**src/rtl/multicycle_ctrl.sv**
```systemverilog
// Handshaked sequencing controller for the multicycle CPU datapath.
// Walks FETCH/DECODE/EXEC/MEM/WB, stalls on mem_ready, traps on faults, counts retirements.
module multicycle_ctrl #(
    parameter int unsigned COUNT_W     = 32,
    parameter int unsigned MEM_TIMEOUT = 16
) (
    input  logic               clk,
    input  logic               reset,
    input  logic [5:0]         opcode,
    input  logic [5:0]         funct,
    input  logic               mem_ready,
    output logic               mem_req,
    output logic               instrReg,
    output logic               R_rsReg,
    output logic               R_rtReg,
    output logic               PCReg,
    output logic               RegWr,
    output logic               MemWr,
    output logic               ALUSrc,
    output logic [2:0]         ALUcntrl,
    output logic [1:0]         RegDst,
    output logic [1:0]         MemToReg,
    output logic               jump,
    output logic               beq,
    output logic               bne,
    output logic               addrGen,
    output logic [2:0]         state,
    output logic               trap,
    output logic [COUNT_W-1:0] retired
);

    localparam int unsigned WAIT_W = (MEM_TIMEOUT > 1) ? $clog2(MEM_TIMEOUT) : 1;

    localparam logic [5:0] OP_RTYPE = 6'h00;
    localparam logic [5:0] OP_J     = 6'h02;
    localparam logic [5:0] OP_JAL   = 6'h03;
    localparam logic [5:0] OP_BEQ   = 6'h04;
    localparam logic [5:0] OP_BNE   = 6'h05;
    localparam logic [5:0] OP_ADDI  = 6'h08;
    localparam logic [5:0] OP_XORI  = 6'h0e;
    localparam logic [5:0] OP_LW    = 6'h23;
    localparam logic [5:0] OP_SW    = 6'h2b;
    localparam logic [5:0] FN_JR    = 6'h08;
    localparam logic [5:0] FN_ADD   = 6'h20;
    localparam logic [5:0] FN_SUB   = 6'h22;
    localparam logic [5:0] FN_SLT   = 6'h2a;

    localparam logic [2:0] ALU_ADD = 3'd0;
    localparam logic [2:0] ALU_SUB = 3'd1;
    localparam logic [2:0] ALU_XOR = 3'd2;
    localparam logic [2:0] ALU_SLT = 3'd3;

    typedef enum logic [2:0] {
        S_BOOT   = 3'd0,
        S_FETCH  = 3'd1,
        S_DECODE = 3'd2,
        S_EXEC   = 3'd3,
        S_MEM    = 3'd4,
        S_WB     = 3'd5,
        S_TRAP   = 3'd7
    } state_e;

    // Instruction class latched in DECODE so later states do not depend on the decoder inputs.
    typedef enum logic [2:0] {
        K_ALU = 3'd0,
        K_LW  = 3'd1,
        K_SW  = 3'd2,
        K_BEQ = 3'd3,
        K_BNE = 3'd4,
        K_JMP = 3'd5,
        K_JAL = 3'd6
    } kind_e;

    state_e              state_q, state_d;
    kind_e               kind_q, kind_d;
    logic [2:0]          alu_q, alu_d;
    logic                src_q, src_d;
    logic [1:0]          dst_q, dst_d;
    logic [1:0]          m2r_q, m2r_d;
    logic [WAIT_W-1:0]   wait_q, wait_d;
    logic [COUNT_W-1:0]  retired_q;

    logic                dec_ok;
    kind_e               dec_kind;
    logic [2:0]          dec_alu;
    logic                dec_src;
    logic [1:0]          dec_dst;
    logic [1:0]          dec_m2r;
    logic                timeout_c;
    logic                sel_on_c;

    // Opcode/funct decode table.
    always_comb begin
        dec_ok   = 1'b1;
        dec_kind = K_ALU;
        dec_alu  = ALU_ADD;
        dec_src  = 1'b0;
        dec_dst  = 2'd0;
        dec_m2r  = 2'd0;
        case (opcode)
            OP_RTYPE: begin
                case (funct)
                    FN_ADD:  dec_alu = ALU_ADD;
                    FN_SUB:  dec_alu = ALU_SUB;
                    FN_SLT:  dec_alu = ALU_SLT;
                    FN_JR:   dec_kind = K_JMP;
                    default: dec_ok = 1'b0;
                endcase
            end
            OP_ADDI: begin
                dec_src = 1'b1;
                dec_dst = 2'd2;
            end
            OP_XORI: begin
                dec_alu = ALU_XOR;
                dec_src = 1'b1;
                dec_dst = 2'd2;
            end
            OP_LW: begin
                dec_kind = K_LW;
                dec_src  = 1'b1;
                dec_dst  = 2'd2;
                dec_m2r  = 2'd1;
            end
            OP_SW: begin
                dec_kind = K_SW;
                dec_src  = 1'b1;
            end
            OP_BEQ: begin
                dec_kind = K_BEQ;
                dec_alu  = ALU_SUB;
            end
            OP_BNE: begin
                dec_kind = K_BNE;
                dec_alu  = ALU_SUB;
            end
            OP_J: begin
                dec_kind = K_JMP;
                dec_dst  = 2'd1;
                dec_m2r  = 2'd2;
            end
            OP_JAL: begin
                dec_kind = K_JAL;
                dec_dst  = 2'd1;
                dec_m2r  = 2'd2;
            end
            default: dec_ok = 1'b0;
        endcase
    end

    // The wait counter holds prior stall cycles, so the MEM_TIMEOUT-th stall cycle decides the trap.
    assign timeout_c = (MEM_TIMEOUT != 0) && !mem_ready
                       && (wait_q == WAIT_W'(MEM_TIMEOUT - 1));

    always_comb begin
        state_d  = state_q;
        kind_d   = kind_q;
        alu_d    = alu_q;
        src_d    = src_q;
        dst_d    = dst_q;
        m2r_d    = m2r_q;
        mem_req  = 1'b0;
        instrReg = 1'b0;
        R_rsReg  = 1'b0;
        R_rtReg  = 1'b0;
        PCReg    = 1'b0;
        RegWr    = 1'b0;
        MemWr    = 1'b0;
        jump     = 1'b0;
        beq      = 1'b0;
        bne      = 1'b0;
        addrGen  = 1'b0;
        case (state_q)
            S_BOOT: state_d = S_FETCH;
            S_FETCH: begin
                mem_req = 1'b1;
                if (mem_ready) begin
                    instrReg = 1'b1;
                    state_d  = S_DECODE;
                end else if (timeout_c) begin
                    state_d = S_TRAP;
                end
            end
            S_DECODE: begin
                R_rsReg = 1'b1;
                R_rtReg = 1'b1;
                addrGen = 1'b1;
                kind_d  = dec_kind;
                alu_d   = dec_alu;
                src_d   = dec_src;
                dst_d   = dec_dst;
                m2r_d   = dec_m2r;
                state_d = dec_ok ? S_EXEC : S_TRAP;
            end
            S_EXEC: begin
                case (kind_q)
                    K_BEQ: begin
                        beq     = 1'b1;
                        PCReg   = 1'b1;
                        state_d = S_FETCH;
                    end
                    K_BNE: begin
                        bne     = 1'b1;
                        PCReg   = 1'b1;
                        state_d = S_FETCH;
                    end
                    K_JMP: begin
                        jump    = 1'b1;
                        PCReg   = 1'b1;
                        state_d = S_FETCH;
                    end
                    K_JAL: begin
                        jump    = 1'b1;
                        PCReg   = 1'b1;
                        RegWr   = 1'b1;
                        state_d = S_FETCH;
                    end
                    K_LW, K_SW: state_d = S_MEM;
                    default:    state_d = S_WB;
                endcase
            end
            S_MEM: begin
                mem_req = 1'b1;
                MemWr   = (kind_q == K_SW);
                if (mem_ready) begin
                    if (kind_q == K_SW) begin
                        PCReg   = 1'b1;
                        state_d = S_FETCH;
                    end else begin
                        state_d = S_WB;
                    end
                end else if (timeout_c) begin
                    state_d = S_TRAP;
                end
            end
            S_WB: begin
                RegWr   = 1'b1;
                PCReg   = 1'b1;
                state_d = S_FETCH;
            end
            S_TRAP:  state_d = S_TRAP;
            default: state_d = S_TRAP;
        endcase
    end

    always_comb begin
        wait_d = wait_q;
        if (state_d != state_q) begin
            wait_d = '0;
        end else if ((MEM_TIMEOUT != 0) && !mem_ready
                     && (state_q == S_FETCH || state_q == S_MEM)) begin
            wait_d = wait_q + WAIT_W'(1);
        end
    end

    always_ff @(posedge clk or negedge reset) begin
        if (!reset) begin
            state_q   <= S_BOOT;
            kind_q    <= K_ALU;
            alu_q     <= '0;
            src_q     <= 1'b0;
            dst_q     <= '0;
            m2r_q     <= '0;
            wait_q    <= '0;
            retired_q <= '0;
        end else begin
            state_q <= state_d;
            kind_q  <= kind_d;
            alu_q   <= alu_d;
            src_q   <= src_d;
            dst_q   <= dst_d;
            m2r_q   <= m2r_d;
            wait_q  <= wait_d;
            if (PCReg) begin
                retired_q <= retired_q + COUNT_W'(1);
            end
        end
    end

    // Selects are forced low in BOOT and TRAP so those states present an all-zero datapath.
    assign sel_on_c = (state_q != S_BOOT) && (state_q != S_TRAP);
    assign ALUcntrl = sel_on_c ? alu_q : 3'd0;
    assign ALUSrc   = sel_on_c && src_q;
    assign RegDst   = sel_on_c ? dst_q : 2'd0;
    assign MemToReg = sel_on_c ? m2r_q : 2'd0;
    assign state    = 3'(state_q);
    assign trap     = (state_q == S_TRAP);
    assign retired  = retired_q;

endmodule
```
**config.mk**
```make
export PLATFORM = sky130hd
export DESIGN_NAME = multicycle_ctrl
export DESIGN_NICKNAME = d
export VERILOG_FILES = /design/src/rtl/multicycle_ctrl.sv
export SDC_FILE = /design/constraint.sdc
export NUM_CORES = 1
export LEC_CHECK = 0
export BUFFER_PORTS_ARGS = -buffer_cell sky130_fd_sc_hd__buf_2
export CORE_UTILIZATION = 40
export CTS_CLUSTER_SIZE = 10
export DETAILED_ROUTE_END_ITERATION = 12
export HOLD_SLACK_MARGIN = 0.12
export PLACE_DENSITY_LB_ADDON = 0.1
export RECOVER_POWER = 50
export REMOVE_ABC_BUFFERS = 1
export SLEW_MARGIN = 20
export SYNTH_ARGS = -nofsm -noshare
export SYNTH_HDL_FRONTEND = slang
export SYNTH_SLANG_ARGS = --single-unit
```
**constraint.sdc**
```tcl
create_clock -name clk -period 2.1 [get_ports clk]
set_clock_uncertainty 0.1 [all_clocks]
set_input_delay 0.42 -clock clk [delete_from_list [all_inputs] [get_ports clk]]
set_output_delay 0.42 -clock clk [all_outputs]
set_load 0.1 [all_outputs]
```
# After elaboration in Yosys (flattened, before gate mapping)
# Cells that the tools add are included.
# totals
register_bits,50
in_bits,15
output_inout_bits,55
wordCells,96
# classes
addsub,2
eq_ne,27
n_mux,38
n_reduce_logical,21
# op_table
cell,n
$add 32x1->32 const B,1
$eq 6x6->1 const B,5
$mux 3,7
$pmux 3 s7,1
$eq 3x3->1 const B,6
$eq 6x4->1 const B,3
$mux 1,17
$pmux 3 s5,1
$eq 3x2->1 const B,4
$eq 6x2->1 const B,2
$eq 6x3->1 const B,2
$pmux 2 s2,3
$reduce_or 2->1,6
$reduce_or 4->1,3
$mux 4,2
$reduce_or 8->1,1
$eq 3x1->1 const B,2
$logic_not 6->1,1
$pmux 2 s3,1
$pmux 3 s2,1
$add 4x1->4 const B,1
$eq 4x4->1 const B,1
$logic_and 1x1->1,4
$mux 2,2
10 further kinds,11

# Depth between registers and ports, before layout
# logic_depth
depth_word,8
depth_mapped,8
ltp_nobuf,6

# Worst setup path before layout
# Ideal clock, no wire load.
# synth_path
path_type,flip-flop to output port
start,"reg state_q[2], in the netlist state[2]"
end,out MemWr
t_arrival_ps,4653
t_required_ps,1580
path_slack_ps,-3073
stages_incl_launch_ff,5
path_buffers,2
path_cell_list,dfrtp_1 clkbuf_1 clkbuf_1 nand2_1 nor4b_1
# synth_between
elab_chain_len,2
# synth_lines
item,line_no,text
"start, declared",74,"state_e state_q, state_d;"
"start signal, assigned",267,state_q <= state_d;
$eq 3x3->1,173,case (state_q)
$mux 1,173,
"end, declared",18,"output logic MemWr,"
# Every way passes these cells.

# Final worst setup path
# layout_path
start,reg kind_q[0]
end,out PCReg
# layout_between
elab_chain_len,4
elab_cells_between_ends,10
classes_between,5 x eq/ne; 4 x mux; 1 x reduce/logical
# layout_lines
item,line_no,text
"start, declared",75,"kind_e kind_q, kind_d;"
"start signal, assigned",268,kind_q <= kind_d;
"$eq 3x3->1, or another cell as far along",196,case (kind_q)
$reduce_or 4->1 (no line) / $mux 1 (equally long branches),-,
"$mux 1, on equally long branches","196, 225",
$pmux 1 s3 (*),173,
"end, declared",16,"output logic PCReg,"
# Mark *: on every way between the ends. The rest lies on a longest branch, timed or not.

==> impl_metrics.py <==
metrics = {
    "run_status": {
        "status": "finished, violations left",
        "failed_checks": "design-rule violations, negative setup slack",
    },
    "synth": {
        "syn_inst": 285,
        "synth.distinct_cells": 50,
        "yosys_warnings": 0,
        "async_flop_share_pct": 100,
        "synth_ff_type": "dfrtp_1",
        "synth_edf_count": 0,
        "synth_seq_cells": 48,
        "seq_area_frac_synth_pct": 44.8,
        "syn_area_sq_um": 2680,
        "avgSynthCellArea_sq_um": 9.41,
    },
    "hold_path": {
        "hold_end": "kind_q[1]",
        "whs_path_depth": 2,
        "hold_path.startpoint": "opcode[4]",
        "hp-class": "in -> reg",
    },
    "final_layout": {
        "syn_to_final_growth_pct": 50.0,
        "design_area_sq_um": 4030,
        "layout.nets": 408,
        "post_layout_nonfiller_instances": 469,
        "drive_gt1_share_pct": 40.1,
        "antenna_cells": 0,
        "utilization_pct": 62.7,
    },
    "placement": {
        "finalWeightedCongestion": 0.773,
        "dp.cells": 437,
        "port_buffers": 68,
        "dpl_cell_area_sq_um": 3540,
        "preCtsSetupSlack_ns": 0.0370,
        "place_hpwl_um": 4630,
    },
    "worst_setup_path": {
        "critPathCaptureType": "primary output",
        "rrSetupSlack_ns": -0.06,
        "start_kind": "flop",
        "reg2reg_depth": 9,
        "critPathMaxFanout": 4,
        "r2r_start": "kind_q[1]",
        "cp-startpoint": "kind_q[0]",
        "crit_arrival_ns": 1.66,
        "crit_type": "reg -> out",
        "r2r-end": "retired[22]",
        "cp.required_ns": 1.58,
    },
    "power": {
        "p_comb_share_pct": 67.1,
        "power.switching_w": 0.00313,
        "seqPwrFrac_pct": 21.2,
        "clkPwrFrac_pct": 11.7,
        "power_leakage_nw": 1.79,
        "irDropWorstVdd_mv": 1.64,
        "swShare_pct": 50.6,
        "p_int_w": 0.00305,
        "power_density_nw_per_um2": 1540,
    },
    "sta": {
        "timing.slew.headroom_pct": 43.4,
        "hold_violations": 0,
        "holdWs_ns": 0.334,
        "post-route-period-util_pct": 104,
        "fmax_ghz": 0.459,
        "period_needed_ns": 2.18,
        "setup_viol": 7,
        "drv_slew": 0,
        "worstMarginPinSlew_ns": 0.848,
        "setup_ws_ns": -0.0776,
        "rsz0062_at_grt": "true",
    },
    "global_route": {
        "grt_pass1_vias": 2324,
        "grt_use_total_pct": 18.9,
        "grt_start_max_net_pins": 23,
        "grt-ovfl-total": 0,
        "grt_pass1_wl_um": 10900,
        "antenna_found_initial": 0,
    },
    "cts": {
        "cts-buffers-inserted": 5,
        "cts_tree": "built",
        "path_clk_slew_ns": 0.09,
        "h-tree-depth": 2,
        "clockBufferDepth": 2,
        "insertion_delay_ns": 0.29,
        "root_buffer": "clkbuf_8",
        "cts_sinks": 48,
    },
    "floorplan": {
        "start_util_pct": 41.8,
        "die_h_um": 83.9,
        "die-area_sq_um": 7040,
        "fp-row-count": 29,
        "coreArea_sq_um": 6420,
        "ios": 70,
        "die_w_um": 83.9,
    },
    "detailed_routing": {
        "post-route-drc-count": 8,
        "final_antenna_net_count": 0,
        "wirelength_um": 6630,
        "num_vias": 2430,
        "drt_iter0_markers": 90,
        "firstDrtPassIters": 8,
        "wire_per_inst_um": 14.1,
        "vias_per_cell": 5.18,
    },
    "run": {
        "maxCapViolCount": 0,
    },
}
synth_stat cells, drive strengths merged (2+ instances only):
cell type | instances | share of area, %
a2111oi | 2 | 1.4
a21oi | 2 | 0.37
a31oi | 2 | 0.47
and2 | 10 | 2.4
and3 | 8 | 1.9
and4 | 2 | 0.65
buf | 8 | 1.9
clkbuf | 10 | 1.4
dfrtp | 48 | 45
ha | 2 | 0.93
inv | 6 | 0.84
mux2i | 2 | 0.75
nand2 | 30 | 4.2
nand2b | 4 | 0.93
nand3 | 12 | 2.2
nand4 | 14 | 3.3
nand4b | 2 | 0.65
nor2 | 26 | 3.6
nor2b | 3 | 0.70
nor3 | 14 | 2.6
nor3b | 2 | 0.56
nor4 | 3 | 0.70
nor4b | 2 | 0.65
o21ai | 6 | 1.1
o22a | 2 | 0.65
o31ai | 4 | 1.1
o32a | 2 | 0.75
or4 | 2 | 0.56
xnor2 | 26 | 8.5
xor2 | 13 | 4.2
worst max path at each step:
stage / endpoint / slack, ns / cells after the start
2_1_floorplan: MemWr / -2.80 / 3
3_3_place_gp: MemWr / 0.08 / 6
3_5_place_dp: retired[20] / 0.04 / 6
4_1_cts: PCReg / -0.07 / 5
5_1_grt: retired[20] / -0.15 / 7
6_report: PCReg / -0.08 / 5
layout make-up:
class                           count  area (sq um)
Clock buffer                        7          96.3
Clock inverter                      1          30.0
Fill cell                         544          2400
Inverter                            6          25.0
Multi-Input combinational cell    213          1520
Sequential cell                    48          1200
Tap cell                           77          96.3
Timing Repair Buffer              117          1060
critical path: stages (launching register included):
cell,delay [ns]
dfrtp_1,0.42
a21bo_1,0.22
a211o_1,0.31
and2_4,0.18
inv_4,0.06
buf_12,0.16
per-stage QoR:
stage / TNS [ns] / total power, W
after detailed placement: 0 / 0.00489
after global routing: -2.10 / 0.00645
after CTS: -0.688 / 0.00584
after global placement: 0 / 0.00487
after floorplan: -62.56 / 0.00365
final: -0.299 / 0.00618
cells in the final DEF (no fill, tap or decap), types with 3 or more instances in the layout:
cell type  Yosys  routed
and2_4         0       7
and3_1         8       7
buf_12         0      21
buf_2          2      49
buf_4          5      30
buf_6          0      12
clkbuf_8       0       7
dfrtp_1       48      45
dfrtp_2        0       3
inv_1          6       4
nand2_1       30      28
nand3_1       12      12
nand4_1       14      14
nor2_1        26      20
nor2_4         0       4
nor2b_1        3       3
nor3_1        14      11
o21ai_0        6       5
o31ai_1        4       4
xnor2_1       26      26
xor2_1        13      13
power groups by stage:
stage / logic [W] / clock network, W / registers (W)
4_1_cts: 0.00381 / 0.000744 / 0.00129
2_1_floorplan: 0.00168 / 0 / 0.00198
3_3_place_gp: 0.00356 / 0 / 0.00130
6_report: 0.00415 / 0.000722 / 0.00131
5_1_grt: 0.00433 / 0.000780 / 0.00134
3_5_place_dp: 0.00358 / 0 / 0.00131
registers in the layout (all words and copies together) (netlist names):
register and cells:
alu_q 2, dst_q 2, kind_q 3, state 3, src_q 1, m2r_q 1
retired 32, wait_q 4
routing by layer:
metal  wire, um  vias to the layer above  GRT usage (%)
li1           -                     1203              -
met1       2940                     1160           24.8
met2       3380                       62           32.3
met3        275                        5           3.46
met4         42                        0           4.39
met5          0                        -              0
logic make-up (layout without fill, tap and decap cells):
logic type	after synthesis	after routing	share of synthesized area, %
compound gates	31	31	9.70
xor+xnor	39	39	12.7
fa+ha+maj	2	2	0.933
buf+inv	24	131	4.15
flops	48	48	44.8
mux	2	2	0.746
other cells	1	1	0.140
simple gates	138	138	26.8
repair_timing:
item	in CTS	in global routing
endpoints found under the hold margin	13	0
hold buffers	1	0
gates resized for setup	20	38
pin swaps	7	13
buffers inserted	13	11
endpoints found under the setup margin	17	32
No activity file was read; power rests on OpenSTA's default activity.
